--- config.mk ---
export PLATFORM = sky130hd
export DESIGN_NAME = floor_request_dispatcher
export DESIGN_NICKNAME = d
export VERILOG_FILES = /design/src/rtl/elevator_pkg.sv /design/src/rtl/scan_select.sv /design/src/rtl/floor_request_dispatcher.sv
export SDC_FILE = /design/constraint.sdc
export NUM_CORES = 1
export LEC_CHECK = 0
export ABC_AREA = 1
export CORE_MARGIN = 4
export CORE_UTILIZATION = 43
export CTS_CLUSTER_SIZE = 14
export DETAILED_ROUTE_END_ITERATION = 10
export PLACE_DENSITY_LB_ADDON = 0.05
export SKIP_LAST_GASP = 1
export SLEW_MARGIN = 10
export SYNTH_ARGS = -nofsm -noshare
export SYNTH_HDL_FRONTEND = slang
export SYNTH_HIERARCHICAL = 1
export SYNTH_SLANG_ARGS = --single-unit
--- constraint.sdc ---
create_clock -name clk -period 2 [get_ports clk]
set_clock_uncertainty 0.15 [all_clocks]
set_input_delay 0.3 -clock clk [delete_from_list [all_inputs] [get_ports clk]]
set_output_delay 0.3 -clock clk [all_outputs]
set_load 0.01 [all_outputs]
--- src/rtl/elevator_pkg.sv ---
`default_nettype none
// ============================================================================
//  Module   : elevator_pkg
//  Brief    : Shared floor-code widths and dispatcher state encoding.
//  Revision : 1.0
// ============================================================================
package elevator_pkg;

    localparam int              FLOOR_W = 3;
    localparam logic [FLOOR_W-1:0] NO_REQ = 3'd0;

    localparam logic [1:0] ST_IDLE  = 2'd0;
    localparam logic [1:0] ST_ISSUE = 2'd1;
    localparam logic [1:0] ST_WAIT  = 2'd2;
    localparam logic [1:0] ST_GAP   = 2'd3;

    typedef enum logic [1:0] {
        S_IDLE  = ST_IDLE,
        S_ISSUE = ST_ISSUE,
        S_WAIT  = ST_WAIT,
        S_GAP   = ST_GAP
    } state_t;

endpackage
`default_nettype wire

--- src/rtl/scan_select.sv ---
`default_nettype none
// ============================================================================
//  Module   : scan_select
//  Brief    : SCAN target picker: nearest pending floor in the travel
//             direction, otherwise the nearest one behind.
//  Revision : 1.0
// ============================================================================
module scan_select
    import elevator_pkg::*;
#(
    parameter int MAX_FLOOR = 5
) (
    input  logic [MAX_FLOOR-1:0] pending,
    input  logic [FLOOR_W-1:0]   cur_floor,
    input  logic                 direction,
    output logic [FLOOR_W-1:0]   sel,
    output logic                 sel_valid
);

    logic [FLOOR_W-1:0]   w_eff;
    logic [MAX_FLOOR-1:0] w_above;
    logic [MAX_FLOOR-1:0] w_below;
    logic [FLOOR_W-1:0]   w_lo_at [MAX_FLOOR:0];
    logic [FLOOR_W-1:0]   w_hi_at [MAX_FLOOR:0];
    logic [FLOOR_W-1:0]   w_lowest_above;
    logic [FLOOR_W-1:0]   w_highest_below;

    // An out-of-range position behaves as if the car sits below floor 1.
    assign w_eff = (cur_floor > FLOOR_W'(MAX_FLOOR)) ? NO_REQ : cur_floor;

    assign w_lo_at[MAX_FLOOR] = NO_REQ;
    assign w_hi_at[0]         = NO_REQ;

    generate
        for (genvar g = 0; g < MAX_FLOOR; g++) begin : g_floor
            assign w_above[g]   = pending[g] && (FLOOR_W'(g + 1) > w_eff);
            assign w_below[g]   = pending[g] && (FLOOR_W'(g + 1) < w_eff);
            assign w_lo_at[g]   = w_above[g] ? FLOOR_W'(g + 1) : w_lo_at[g + 1];
            assign w_hi_at[g+1] = w_below[g] ? FLOOR_W'(g + 1) : w_hi_at[g];
        end
    endgenerate

    assign w_lowest_above  = w_lo_at[0];
    assign w_highest_below = w_hi_at[MAX_FLOOR];

    always_comb begin
        sel = NO_REQ;
        if (direction) begin
            sel = (w_lowest_above != NO_REQ) ? w_lowest_above : w_highest_below;
        end else begin
            sel = (w_highest_below != NO_REQ) ? w_highest_below : w_lowest_above;
        end
        sel_valid = (sel != NO_REQ);
    end

endmodule
`default_nettype wire

--- src/rtl/floor_request_dispatcher.sv ---
`default_nettype none
// ============================================================================
//  Module   : floor_request_dispatcher
//  Brief    : Latches call buttons, issues one-cycle floor requests to the
//             elevator and re-issues them on an arrival timeout.
//  Revision : 1.0
// ============================================================================
module floor_request_dispatcher
    import elevator_pkg::*;
#(
    parameter int MAX_FLOOR = 5,
    parameter int TIMEOUT   = 64,
    parameter int CNT_W     = 7
) (
    input  logic                 clk,
    input  logic                 reset,
    input  logic [MAX_FLOOR-1:0] btn,
    input  logic [FLOOR_W-1:0]   cur_floor,
    input  logic                 direction,
    input  logic                 arrive,
    output logic [FLOOR_W-1:0]   from,
    output logic [MAX_FLOOR-1:0] pending,
    output logic [FLOOR_W-1:0]   target,
    output logic                 busy,
    output logic                 served
);

    state_t               r_state, w_state_nxt;
    logic [MAX_FLOOR-1:0] r_pending, w_pending_nxt;
    logic [FLOOR_W-1:0]   r_from, w_from_nxt;
    logic [FLOOR_W-1:0]   r_target, w_target_nxt;
    logic                 r_busy;
    logic                 r_served, w_served_nxt;
    logic [CNT_W-1:0]     r_cnt, w_cnt_nxt, w_cnt_inc;

    logic [MAX_FLOOR-1:0] w_cur_mask;
    logic [MAX_FLOOR-1:0] w_tgt_mask;
    logic [MAX_FLOOR-1:0] w_clear;
    logic                 w_cur_hit;
    logic [FLOOR_W-1:0]   w_sel;
    logic                 w_sel_valid;

    scan_select #(
        .MAX_FLOOR (MAX_FLOOR)
    ) u_scan_select (
        .pending   (r_pending),
        .cur_floor (cur_floor),
        .direction (direction),
        .sel       (w_sel),
        .sel_valid (w_sel_valid)
    );

    // Out-of-range floor codes match no bit, so they never clear anything.
    generate
        for (genvar g = 0; g < MAX_FLOOR; g++) begin : g_floor_mask
            assign w_cur_mask[g] = (cur_floor == FLOOR_W'(g + 1));
            assign w_tgt_mask[g] = (r_target  == FLOOR_W'(g + 1));
        end
    endgenerate

    assign w_cur_hit = |(r_pending & w_cur_mask);
    assign w_cnt_inc = (&r_cnt) ? r_cnt : r_cnt + 1'b1;

    always_comb begin
        w_state_nxt  = r_state;
        w_from_nxt   = NO_REQ;
        w_target_nxt = r_target;
        w_served_nxt = 1'b0;
        w_cnt_nxt    = r_cnt;
        w_clear      = '0;

        case (r_state)
            S_IDLE: begin
                if (w_cur_hit) begin
                    w_clear      = w_cur_mask;
                    w_served_nxt = 1'b1;
                end else if (w_sel_valid) begin
                    w_state_nxt  = S_ISSUE;
                    w_target_nxt = w_sel;
                    w_from_nxt   = w_sel;
                end
            end
            S_ISSUE: begin
                w_state_nxt = S_WAIT;
                w_cnt_nxt   = '0;
            end
            S_WAIT: begin
                w_cnt_nxt = w_cnt_inc;
                if (arrive && (cur_floor == r_target)) begin
                    w_clear      = w_tgt_mask;
                    w_served_nxt = 1'b1;
                    w_state_nxt  = S_GAP;
                    w_target_nxt = NO_REQ;
                end else begin
                    if (arrive && w_cur_hit) begin
                        w_clear      = w_cur_mask;
                        w_served_nxt = 1'b1;
                    end
                    // Same target is re-issued; the pending set is not rescanned.
                    if (w_cnt_inc == CNT_W'(TIMEOUT - 1)) begin
                        w_state_nxt = S_ISSUE;
                        w_from_nxt  = r_target;
                    end
                end
            end
            S_GAP: begin
                w_state_nxt = S_IDLE;
            end
            default: begin
                w_state_nxt  = S_IDLE;
                w_target_nxt = NO_REQ;
            end
        endcase

        w_pending_nxt = (r_pending & ~w_clear) | btn;
    end

    always_ff @(posedge clk) begin
        if (reset) begin
            r_state   <= S_IDLE;
            r_pending <= '0;
            r_from    <= NO_REQ;
            r_target  <= NO_REQ;
            r_busy    <= 1'b0;
            r_served  <= 1'b0;
            r_cnt     <= '0;
        end else begin
            r_state   <= w_state_nxt;
            r_pending <= w_pending_nxt;
            r_from    <= w_from_nxt;
            r_target  <= w_target_nxt;
            r_busy    <= (w_state_nxt != S_IDLE);
            r_served  <= w_served_nxt;
            r_cnt     <= w_cnt_nxt;
        end
    end

    assign from    = r_from;
    assign pending = r_pending;
    assign target  = r_target;
    assign busy    = r_busy;
    assign served  = r_served;

endmodule
`default_nettype wire

==> results of run 1 <==
[sequential cells by signal, indices dropped and copies added (netlist names)]
register  cells
r_state       2
pending       5
busy          1
served        1
from          3
r_cnt         7
target        3
[tightest hold or removal path: cells and delay by family, from the launching register on]
kind / cells / cell delay (ps)
flops: 1 / 360
simple gates: 1 / 70
compound gates: 1 / 50
[worst paths after layout]
| kind | start | end | slack [ps] | cells past startpoint |
|---|---|---|---|---|
| hold reg to reg | r_cnt[1] | r_cnt[1] | 370 | 2 |
| setup / recovery | target[2] | target[2] | 150 | 1 |
| hold / removal | r_cnt[1] | r_cnt[1] | 370 | 2 |
| setup reg to reg | pending[1] | target[0] | 170 | 15 |
[cells by family after synthesis]
logic type	count (synthesis)	share of synthesized area, %
and+or+nand+nor	170	48.9
buffers and inverters	45	10.3
AOI/OAI and AO/OA	32	10.4
DFF	22	26.5
xor gates and xnor gates	3	1.58
adders and majority gates	3	2.26
[layer usage]
metal | vias to the layer above | track usage [%]
li1 | 983 | -
met1 | 827 | 21.6
met2 | 32 | 32.8
met3 | 6 | 2.73
met4 | 0 | 4.68
met5 | - | 0
[layout make-up]
type | count | area, um^2 | area share (%)
Clock inverter | 1 | 30.0 | 1.35
Timing Repair Buffer | 49 | 413 | 18.5
Clock buffer | 3 | 41.3 | 1.85
Sequential cell | 22 | 445 | 20.0
Tap cell | 48 | 60.1 | 2.69
Multi-Input combinational cell | 208 | 1090 | 48.9
Inverter | 40 | 150 | 6.73
[power breakdown]
part | internal (mW) | switching (mW)
Clock | 0.268 | 0.156
Sequential | 0.490 | 0.0401
Combinational | 0.272 | 0.392
Total | 1.03 | 0.588
[cells in the mapped netlist, drive strengths merged, types with 2 or more instances]
| master | count |
|---|---|
| a21oi | 26 |
| clkbuf | 4 |
| dfxtp | 22 |
| ha | 3 |
| inv | 40 |
| nand2 | 96 |
| nand3 | 31 |
| nand4 | 11 |
| nor2 | 24 |
| nor3 | 6 |
| o21ai | 3 |
| xnor2 | 2 |
[timing repair]
item,in CTS,in global routing
resized for setup,5,19
pin swaps,0,2
cloned,0,0
setup endpoints to repair,12,9
==> results.toml, run 1 <==
[power_and_ir_drop]
leakagePower_nw = 1.06
ir_drop_v = 0.000491
p_total_mw = 1.62
powerDensity_mw_per_mm2 = 725

[synth]
ys_async_sr_fraction_pct = 0
yosys.area.top_type = "dfxtp_1"
synth_ff_type = "dfxtp_1"
syn-cell-area_mm2 = 0.00166
yosysUniqueCellTypes = 28
ys_ff_latch = 22
synth_warnings = 6
syn_nets = 290
synth_top_area_share_pct = 26.5
synth_seq_area_share_pct = 26.5
synth_edf_count = 0
synth.top_cells.by_area = "dfxtp_1 27%, nand2_1 19%, nand3_1 8.7%"
synthCells = 275
avgSynthCellArea_um2 = 6.03

[floorplanning]
die_w_um = 70.1
initial_core_util_pct = 45.0
num_rows = 22
core-area_mm2 = 0.00369
die_y_um = 70.1
io_pins = 25
die_area_mm2 = 0.00492

[sta]
period_share_pct = 92.6
slew-limit-headroom_pct = 67.8
timing.fmax_ghz = 0.540
rsz0062_at_grt = "true"
finalHoldViolations = 0
setup_viol = 0
setup_ws_ps = 149
period_needed_ps = 1850
tightest_slew_ps = 483
holdWs_ps = 367
report.final.slew_viol_count = 0
setup_tns_ps = 0

[placement]
gp_congestion = 0.873
pre_cts_slack_ps = -515
dpl_cell_area_mm2 = 0.00213
place_inst = 367
io_buffers = 24
dp_hpwl_um = 3310

[setup_path]
cp_max_fo = 8
required_ps = 1550
crit_family = "buffers and inverters"
path_buf_inv = 1
slowest_stage = "clkdlybuf4s50_1"
cp-end-kind = "output pin"
slowest_delay_ps = 610
crit_type = "flop to output pin"
crit_chain = "clkdlybuf4s50_1"
critPathArrivalTime_ps = 1400
startpoint_type = "flop"

[route]
num_vias = 1848
drtIter0Drc = 53
drt-met1-wl_um = 1940
wl_per_cell_um = 11.6
routed_wl_um = 4300
route.met3.wl_um = 140
route.detailed.drc = 0
viasPerCell = 4.98
ant_nets = 0
met2WireLength_um = 2160
firstDrtPassIters = 4
top_layer = "met4"

[clock_tree]
cts_setup_buffers = 0
clkTransAtPathRegs_ps = 90
clock-sinks = 22
cts_hold_buffers = 0
h-tree-depth = 1
clk_path_buf_depth = 2
cts_tree = "done"
numCtsBuffers = 3
cts_root_buffer = "clkbuf_8"
clock_latency_ps = 270

[status]
status = "complete, no violations"

[final_layout]
fin_util_pct = 60.5
diodes = 0
layout_common_cells = "80 x nand2_1, 32 x inv_1, 25 x nand3_1, 25 x buf_4, 24 x a21oi_1"
stdcell_count = 371
finalNetCount = 339
drive_above_1_share_pct = 24.5
nFillCells = 374
post-route-cell-area_mm2 = 0.00223
syn2layout_area_growth_pct = 34.5
layout_commonest_cell = "nand2_1"

[hold_path]
hp-class = "flop to flop"

[global_route]
grt_overflow_total = 0
antenna_found_initial = 0
grt_pass1_vias = 1709
grtUsageTotal_pct = 17.9
grt_max_degree = 15
grt_pass1_wl_um = 7360

[job]
drv_cap = 0
No activity file was read; power rests on OpenSTA's default activity.
==> run 2, diff against run 1 <==
--- a/config.mk
+++ b/config.mk
@@ -10,6 +10,7 @@
 export CORE_UTILIZATION = 43
 export CTS_CLUSTER_SIZE = 14
 export DETAILED_ROUTE_END_ITERATION = 10
+export HOLD_SLACK_MARGIN = 0.08
 export PLACE_DENSITY_LB_ADDON = 0.05
 export SKIP_LAST_GASP = 1
 export SLEW_MARGIN = 10
==> results of run 2 <==
Final layout, timing and power as in run 1 (identical DEF).
==> run 3, diff against run 2 <==
--- a/config.mk
+++ b/config.mk
@@ -12,7 +12,6 @@
 export DETAILED_ROUTE_END_ITERATION = 10
 export HOLD_SLACK_MARGIN = 0.08
 export PLACE_DENSITY_LB_ADDON = 0.05
-export SKIP_LAST_GASP = 1
 export SLEW_MARGIN = 10
 export SYNTH_ARGS = -nofsm -noshare
 export SYNTH_HDL_FRONTEND = slang
==> constraint.sdc (replaced) <==
create_clock -name clk -period 2 [get_ports clk]
set_clock_uncertainty 0.15 [all_clocks]
set_input_delay 0.2 -clock clk [delete_from_list [all_inputs] [get_ports clk]]
set_output_delay 0.2 -clock clk [all_outputs]
set_load 0.01 [all_outputs]
==> results.toml, run 3 (synthesis results as in run 1) <==
[status]
status = "complete, no violations"

[power_and_ir_drop]
p_int_mw = 1.04
p_sw_uw = 592
sw_frac_of_total_pct = 36.2
powerDensity_mw_per_mm2 = 729
pwr-share-seq_pct = 32.0
power_frac_clock_pct = 26.0
leakagePower_nw = 1.08
p_total_mw = 1.64
combPwrFrac_pct = 42.0
ir_drop_v = 0.000346

[final_layout]
layout_common_cells = "80 x nand2_1, 32 x inv_1, 28 x buf_4"
top_register = "r_cnt"
largest_reg_flops = 7
fin_util_pct = 60.8
finalNetCount = 342
syn2layout_area_growth_pct = 35.1
nFillCells = 382
layout_commonest_cell = "nand2_1"
drive_above_1_share_pct = 23.9
diodes = 0

[clock_tree]
cts_root_buffer = "clkbuf_8"
cts_tree = "done"
clk_path_buf_depth = 2
clock_latency_ps = 270
numCtsBuffers = 3
clock-sinks = 22
cts_hold_buffers = 0
clkTransAtPathRegs_ps = 90
h-tree-depth = 1

[sta]
timing.fmax_ghz = 0.541
setup_ws_ps = 152
tightest_slew_ps = 474
period_share_pct = 92.4
setup_tns_ps = 0
period_needed_ps = 1850
setup_viol = 0
holdWs_ps = 310
finalHoldViolations = 0
slew-limit-headroom_pct = 68.4
report.final.slew_viol_count = 0

[hold_path]
worstHoldPathCells = 3
min_from = "btn[3]"
hp-class = "input port to flop"
min_to = "pending[3]"

[setup_path]
slowest_delay_ps = 370
rr_worst_depth = 16
cp-end-kind = "flop"
reg2reg_to = "target[0]"
startpoint_type = "flop"
r2r_setup_slack_ps = 150
crit_family = "simple AND/OR/NAND/NOR gates"
critPathArrivalTime_ps = 1910
crit_type = "flop to flop"
path_buf_inv = 2
cp_max_fo = 4
crit_chain = "nand2_2 > nand3_1 > nand2_1 > nand2_2 > nand3_2 > nand2_2 > nand2_1 > nand2_2 > inv_1 > nand2_1 > nand3_2 > inv_2 > nand2_1 > nor2_2 > nand2_1 > a21oi_2"
slowest_stage = "dfxtp_2"
required_ps = 2060
r2r_start = "pending[3]"
cpMostUsedCell = "nand2_1"
crit_path_start = "pending[3]"

[global_route]
grt_pass1_vias = 1669
grt_pass1_wl_um = 7260
grtUsageTotal_pct = 17.7
grt_max_degree = 15
antenna_found_initial = 0
grt_overflow_total = 0

[floorplanning]
io_pins = 25
die_w_um = 70.1
core-area_mm2 = 0.00369
die_area_mm2 = 0.00492
num_rows = 22
initial_core_util_pct = 45.0
die_y_um = 70.1

[placement]
dp_hpwl_um = 3340
io_buffers = 24
gp_congestion = 0.843
pre_cts_slack_ps = -438

[route]
route.detailed.drc = 0
drtIter0Drc = 94
viasPerCell = 4.92
ant_nets = 0
num_vias = 1841
firstDrtPassIters = 5
routed_wl_um = 4300
wl_per_cell_um = 11.5

[job]
drv_cap = 0
run 3: cell types whose count changed in the layout (fill, tap and decap cells not counted), sizes merged:
cell,previous run,this run
buf,26,28
clkdlybuf4s15,0,1
run 3: worst register-to-register path, stage by stage, from the launching register on:
cell and delay, ps:
dfxtp_2 370, nand2_2 70, nand3_1 70, nand2_1 60
nand2_2 70, nand3_2 70, nand2_2 70, nand2_1 60
nand2_2 70, inv_1 40, nand2_1 70, nand3_2 110
inv_2 100, nand2_1 70, nor2_2 150, nand2_1 80
a21oi_2 100
run 3: how the worst max path moves through the flow:
stage	endpoint	cells after the start
5_1_grt	target[0]	16
6_report	target[0]	16
4_1_cts	target[0]	18
3_5_place_dp	busy	16
2_1_floorplan	busy	15
3_3_place_gp	busy	16
run 3: power by group through the flow:
stage,sequential (mW),clock [mW],combinational [mW]
after floorplan,0.553,0,0.394
after global placement,0.532,0,0.658
after detailed placement,0.531,0,0.663
after CTS,0.522,0.440,0.664
after global routing,0.530,0.449,0.766
final,0.524,0.425,0.687
run 3: cell type report:
| class | instances | area, um^2 | share of cell area (%) |
|---|---|---|---|
| flip-flops and latches | 22 | 443 | 19.8 |
| multi-input cells | 208 | 1080 | 48.0 |
| clock buffers | 3 | 41.3 | 1.84 |
| inverters | 40 | 150 | 6.70 |
| clock inverters | 1 | 30.0 | 1.34 |
| repair buffers | 52 | 440 | 19.6 |
| well taps | 48 | 60.1 | 2.68 |
run 3: layer usage:
| layer | wire (um) | track usage, % |
|---|---|---|
| met5 | 0 | 0 |
| met2 | 2140 | 31.5 |
| met1 | 1980 | 21.5 |
| met3 | 113 | 2.16 |
| met4 | 65 | 6.81 |
run 3: stage by stage:
stage	area [um^2]	std cells
floorplan	1660	275
global placement	2130	368
detailed placement	2130	368
CTS	2200	372
global route	2240	374
finish	2240	374
run 3: timing repair:
action                     4_1_cts  5_1_grt
buffers inserted                 0        2
setup endpoints to repair        9        8
hold endpoints to repair         0        0
pin swaps                        0        1
resized for setup                3       16
gates cloned                     0        0
